## src/rtl/uart_arb_pkg.sv

```systemverilog
// rtl/uart_arb_pkg.sv - shared state encoding and sizing for the UART transmit arbiter
package uart_arb_pkg;

  // Largest requester count the arbiter is built for.
  localparam int NREQ_MAX = 4;

  // Width of the round-robin pointer, sized for the largest configuration.
  localparam int PTR_W = $clog2(NREQ_MAX);

  // Value tx_byte idles at after reset (UART line-idle pattern).
  localparam logic [7:0] TX_BYTE_RST = 8'hFF;

  typedef enum logic [2:0] {
    ST_IDLE = 3'd1,
    ST_SEND = 3'd2,
    ST_WAIT = 3'd3,
    ST_ACK  = 3'd4,
    ST_HOLD = 3'd5
  } arb_state_e;

endpackage

```

## src/rtl/rr_arbiter.sv

```systemverilog
// rtl/rr_arbiter.sv - combinational round-robin search, first request at or above ptr wins
module rr_arbiter #(
  parameter int N  = 2,
  parameter int PW = 2
) (
  input  logic [N-1:0]  req,
  input  logic [PW-1:0] ptr,
  output logic [N-1:0]  gnt
);

  localparam int IW = (N > 1) ? $clog2(N) : 1;

  // Walk upward from ptr with wrap-around; the first asserted request is granted.
  always_comb begin
    int          sum;
    logic [IW-1:0] idx;
    logic        found;
    gnt   = '0;
    found = 1'b0;
    sum   = 0;
    idx   = '0;
    for (int k = 0; k < N; k++) begin
      sum = int'(ptr) + k;
      if (sum >= N) begin
        sum = sum - N;
      end
      idx = IW'(sum);
      if (!found && req[idx]) begin
        gnt[idx] = 1'b1;
        found    = 1'b1;
      end
    end
  end

endmodule

```

## src/rtl/uart_tx_arb.sv

```systemverilog
// rtl/uart_tx_arb.sv - packet-granular arbiter sharing one UART transmitter; UART_TX_ARB_TIMEOUT_EN adds a WAIT/HOLD abort timer
module uart_tx_arb
  import uart_arb_pkg::*;
#(
  parameter int          NREQ        = 2,
  parameter logic [31:0] TIMEOUT_CYC = 32'd8000
) (
  input  logic              clk,
  input  logic              rst,
  input  logic [NREQ-1:0]   req_valid,
  input  logic [NREQ*8-1:0] req_byte,
  input  logic [NREQ-1:0]   req_last,
  output logic [NREQ-1:0]   req_ready,
  output logic [NREQ-1:0]   grant,
  output logic [7:0]        tx_byte,
  output logic              tx_valid,
  input  logic              tx_done,
  output logic              busy,
  output logic              timeout_err
);

  // Reject configurations the pointer and state widths cannot represent.
  if (NREQ < 2 || NREQ > NREQ_MAX || TIMEOUT_CYC == 32'd0) begin : g_bad_cfg
    $error("uart_tx_arb: NREQ must be 2..NREQ_MAX and TIMEOUT_CYC nonzero");
  end

  arb_state_e        state_q;
  logic [NREQ-1:0]   grant_q;
  logic [NREQ-1:0]   req_ready_q;
  logic [PTR_W-1:0]  rr_ptr_q;
  logic [PTR_W-1:0]  rr_ptr_d;
  logic [7:0]        tx_byte_q;
  logic              tx_valid_q;
  logic              last_q;
  logic [NREQ-1:0]   arb_gnt;
  logic [7:0]        sel_byte;
  logic              sel_last;

  rr_arbiter #(
    .N  (NREQ),
    .PW (PTR_W)
  ) u_rr_arbiter (
    .req (req_valid),
    .ptr (rr_ptr_q),
    .gnt (arb_gnt)
  );

  // Route the owner's byte/last flag and compute the pointer slot just past the owner.
  always_comb begin
    sel_byte = 8'h00;
    sel_last = 1'b0;
    rr_ptr_d = rr_ptr_q;
    for (int i = 0; i < NREQ; i++) begin
      if (grant_q[i]) begin
        sel_byte = req_byte[8*i +: 8];
        sel_last = req_last[i];
        rr_ptr_d = (i == NREQ - 1) ? '0 : PTR_W'(i + 1);
      end
    end
  end

`ifdef UART_TX_ARB_TIMEOUT_EN
  logic [31:0] to_cnt_q;
  logic        timeout_q;
  logic        to_hit;

  // The abort fires on the cycle the count has spanned TIMEOUT_CYC edges since WAIT/HOLD entry.
  assign to_hit = (to_cnt_q == TIMEOUT_CYC - 32'd1);
`endif

  // Arbitration FSM: grant, one-byte handshake with the UART, hold ownership to end of packet.
  always_ff @(posedge clk) begin
    if (rst) begin
      state_q     <= ST_IDLE;
      grant_q     <= '0;
      req_ready_q <= '0;
      rr_ptr_q    <= '0;
      tx_byte_q   <= TX_BYTE_RST;
      tx_valid_q  <= 1'b0;
      last_q      <= 1'b0;
`ifdef UART_TX_ARB_TIMEOUT_EN
      to_cnt_q    <= '0;
      timeout_q   <= 1'b0;
`endif
    end else begin
      tx_valid_q  <= 1'b0;
      req_ready_q <= '0;
`ifdef UART_TX_ARB_TIMEOUT_EN
      timeout_q   <= 1'b0;
`endif
      case (state_q)
        ST_IDLE: begin
          if (|req_valid) begin
            grant_q <= arb_gnt;
            state_q <= ST_SEND;
          end
        end
        ST_SEND: begin
          tx_byte_q  <= sel_byte;
          last_q     <= sel_last;
          tx_valid_q <= 1'b1;
          state_q    <= ST_WAIT;
`ifdef UART_TX_ARB_TIMEOUT_EN
          to_cnt_q   <= '0;
`endif
        end
        ST_WAIT: begin
          if (tx_done) begin
            req_ready_q <= grant_q;
            state_q     <= ST_ACK;
          end
`ifdef UART_TX_ARB_TIMEOUT_EN
          else if (to_hit) begin
            timeout_q <= 1'b1;
            grant_q   <= '0;
            rr_ptr_q  <= rr_ptr_d;
            state_q   <= ST_IDLE;
          end else begin
            to_cnt_q <= to_cnt_q + 32'd1;
          end
`endif
        end
        ST_ACK: begin
          if (last_q) begin
            grant_q  <= '0;
            rr_ptr_q <= rr_ptr_d;
            state_q  <= ST_IDLE;
          end else begin
            state_q  <= ST_HOLD;
`ifdef UART_TX_ARB_TIMEOUT_EN
            to_cnt_q <= '0;
`endif
          end
        end
        ST_HOLD: begin
          if (|(req_valid & grant_q)) begin
            state_q <= ST_SEND;
          end
`ifdef UART_TX_ARB_TIMEOUT_EN
          else if (to_hit) begin
            timeout_q <= 1'b1;
            grant_q   <= '0;
            rr_ptr_q  <= rr_ptr_d;
            state_q   <= ST_IDLE;
          end else begin
            to_cnt_q <= to_cnt_q + 32'd1;
          end
`endif
        end
        default: begin
          grant_q <= '0;
          state_q <= ST_IDLE;
        end
      endcase
    end
  end

  assign grant     = grant_q;
  assign req_ready = req_ready_q;
  assign tx_byte   = tx_byte_q;
  assign tx_valid  = tx_valid_q;
  assign busy      = (state_q != ST_IDLE);
`ifdef UART_TX_ARB_TIMEOUT_EN
  assign timeout_err = timeout_q;
`else
  assign timeout_err = 1'b0;
`endif

endmodule

```

## config.mk

```make
export PLATFORM = sky130hd
export DESIGN_NAME = uart_tx_arb
export DESIGN_NICKNAME = d
export VERILOG_FILES = /design/src/rtl/uart_arb_pkg.sv /design/src/rtl/rr_arbiter.sv /design/src/rtl/uart_tx_arb.sv
export SDC_FILE = /design/constraint.sdc
export NUM_CORES = 1
export LEC_CHECK = 0
export ABC_AREA = 0
export BUFFER_PORTS_ARGS = -buffer_cell sky130_fd_sc_hd__buf_4
export CORE_AREA = 2 2 51 53
export CTS_CLUSTER_SIZE = 28
export DETAILED_ROUTE_END_ITERATION = 10
export DIE_AREA = 0 0 53 55
export GPL_TIMING_DRIVEN = 0
export MAX_ROUTING_LAYER = met4
export PLACE_DENSITY = 0.77
export SETUP_SLACK_MARGIN = 0.3
export SLEW_MARGIN = 30
export SYNTH_ARGS = -nofsm -noshare
export SYNTH_HDL_FRONTEND = slang
export SYNTH_HIERARCHICAL = 1
export SYNTH_SLANG_ARGS = --single-unit
```

## constraint.sdc

```tcl
create_clock -name clk -period 1.4 [get_ports clk]
set_input_delay 0 -clock clk [delete_from_list [all_inputs] [get_ports clk]]
set_output_delay 0 -clock clk [all_outputs]
set_load 0.005 [all_outputs]
```

==> flow_summary.json <==
{
  "drive_above_1_share_pct": 58.3,
  "dieArea_sq_um": 2920,
  "setup_viol": 0,
  "port_buffers": 36,
  "tns_ns": 0,
  "globalplace.congestion": 0.827,
  "hold_viol_final": 1,
  "synth_seq_area_share_pct": 39.5,
  "drt-total-wl_microns": 2550,
  "synth_cell_type_count": 38,
  "timing.hold.ws_ns": -0.0114,
  "area.growth.synth_to_final_pct": 65.2,
  "vias_per_cell": 5.44,
  "cts_buffer_depth": 2,
  "grt_max_degree": 11,
  "synth.ff_latch_count": 18,
  "path_delay_family": "compound AO/OA/AOI/OAI gates",
  "worstSetupPathType": "register to register",
  "post-route-min-period_ns": 1.23,
  "max_freq_mhz": 811,
  "synth.avg_cell_area_sq_um": 9.23,
  "violations": "hold timing",
  "pre_cts_slack_ns": 0.119,
  "clockRootBuffer": "clkbuf_4",
  "min-delay-path-class": "input pin to register",
  "clock_skew_ns": 0.00201,
  "cp_data_required_time_ns": 1.63,
  "antenna_found_initial": 0,
  "h-tree-depth": 1,
  "fp-row-count": 18,
  "dp.cells": 165,
  "vias": 985,
  "status": "finished with violations",
  "dpl_cell_area_sq_um": 1230,
  "die_h_microns": 55,
  "finalPower_uw": 2110,
  "synth_top_cell_by_area": "dfxtp_1",
  "layout.nets": 175,
  "pin_count": 38,
  "period_share_pct": 88.1,
  "dr.pass1.iters": 4,
  "design_area_sq_um": 1510,
  "power_density_nw_per_um2": 1400,
  "fillerInstances": 197,
  "grt_pass1_wl_microns": 4000,
  "grt-ovfl-total": 0,
  "cpMaxStageDelayCell": "dfxtp_2",
  "drt.antenna.violating_nets": 0,
  "ir_drop_uv": 895,
  "start_util_pct": 38.6,
  "critPathMaxStageDelay_ns": 0.35,
  "arrival_ns": 1.46,
  "numCtsBuffers": 3,
  "synth_area_leaders": "dfxtp_1 39%, a211o_1 7.7%, a22oi_1 7.4%",
  "critPathBufInv": 1,
  "clock_sinks": 18,
  "cts_tree": "done",
  "setup_slack_ns": 0.167,
  "p_leak_uw": 0.000616,
  "rsz0062_at_grt": "yes",
  "antennaDiodeCount": 0,
  "drc_errors": 0,
  "syn_inst": 99,
  "syn_area_sq_um": 913,
  "ys_warn_count": 6,
  "grt_usage_pct": 19.2,
  "die_x_microns": 53,
  "drv_cap": 0,
  "synthesis.nets": 122,
  "slew_viol_final": 0,
  "startpoint_type": "register",
  "crit_fanout": 6,
  "end_kind": "register",
  "finalNonFillerCells": 181,
  "yosysTopAreaCellShare_pct": 39.5,
  "drt_iter0_markers": 28,
  "core_sq_um": 2360,
  "clk_pin_slew_ns": 0.10,
  "grt_pass1_vias": 926,
  "hpwlAfterDp_microns": 1670,
  "clk_latency_ns": 0.29,
  "path_cells": "buf_8, nand2b_4, or2_4, a211o_1, a21oi_2",
  "wire_per_inst_microns": 14.1
}
==> registers in the layout, summed over array words and instances, names as in the netlist <==
register,cells
tx_valid,1
req_ready,2
last_q,1
rr_ptr_q,1
state_q,3
tx_byte,8
grant,2
==> per-layer routing <==
layer / vias to the layer above / part of all wire (%) / global-route usage, %
li1: 470 / - / -
met3: 2 / 6.4 / 3.23
met5: - / 0 / -
met2: 40 / 50 / 32.9
met4: 0 / 0.39 / 6.84
met1: 473 / 43 / 22.9
==> area by class of cell <==
class	instances	area, sq um	share of cell area (%)
buffer	7	71.3	4.73
clock buffer	4	36.3	2.40
inverter	6	27.5	1.82
multi-input combinational	68	556	36.8
sequential	18	377	25.0
tap	30	37.5	2.49
timing repair buffer	48	404	26.8
==> power breakdown <==
part           total, uW  leakage (uW)  internal (uW)  switching, uW
clock network        322     0.0000210            158            163
registers            719      0.000150            618            102
logic               1070      0.000445            609            458
total               2110      0.000616           1390            723
==> worst reg2reg max path: stages, from the launching register on <==
cell and delay, ns:
dfxtp_2 0.35, buf_8 0.14, nand2b_4 0.06, or2_4 0.26, a211o_1 0.25, a21oi_2 0.13
==> cell usage in the layout, fill, tap and decap left out, types with 2 or more instances in the layout <==
cell | synthesis | final
a211o_1 | 8 | 8
a21boi_1 | 1 | 2
a21oi_1 | 2 | 2
a22oi_1 | 9 | 2
a22oi_2 | 0 | 7
a31oi_1 | 3 | 3
and2_1 | 2 | 2
buf_4 | 2 | 44
buf_6 | 2 | 5
buf_8 | 0 | 2
clkbuf_4 | 0 | 3
dfxtp_1 | 18 | 13
dfxtp_4 | 0 | 4
inv_1 | 5 | 4
nand3_1 | 2 | 2
nor2_1 | 12 | 7
nor2_2 | 0 | 4
nor2b_4 | 1 | 2
nor3_1 | 4 | 4
o21ai_0 | 2 | 2
==> stage by stage <==
step	hold slack (ns)	utilization [%]
floorplan	0.0944	-
global placement	0.257	52.0
detailed placement	0.267	52.0
CTS	0.00743	59.3
global route	0.00178	63.8
finish	-0.0114	63.8
==> synth_stat cells, drive strengths merged <==
cell type / count
inv: 6
o21ai: 3
conb: 1
or2: 1
and3: 1
clkbuf: 2
nor4: 1
a2111oi: 1
nand2b: 1
a31oi: 3
a41o: 1
and2: 2
a211o: 8
o211ai: 1
buf: 5
o31ai: 2
nand3: 3
nand4b: 1
nor3: 4
a21boi: 3
a221oi: 1
a21oi: 3
dfxtp: 18
nor2b: 2
or2b: 1
a211oi: 1
nand2: 2
nor2: 12
a22oi: 9
==> worst paths after layout <==
kind,slack [ns],start,endpoint,cells past startpoint
hold / removal,-0.01,req_last[0],last_q,3
hold reg to reg,0.48,tx_byte[5],tx_byte[5],1
setup reg to reg,0.17,state_q[0],grant[0],5
setup / recovery,0.17,state_q[0],grant[0],5
==> cells by family (layout without fill, tap and decap cells) <==
logic type             after synthesis  in the layout  synth area share, %
AND/OR/NAND/NOR                     31             31                 20.1
flip-flops                          18             18                 39.5
buffers and inverters               13             65                 8.22
other                                1              1                0.411
AO/OA/AOI/OAI                       36             36                 31.8
==> timing repair <==
action	4_1_cts	5_1_grt
hold endpoints to repair	1	0
buffers inserted	6	2
pin swaps	7	6
cloned	1	2
endpoints found under the setup margin	16	15
hold buffers	1	0
gates resized for setup	22	19
Power figures use the tool's default switching activity.
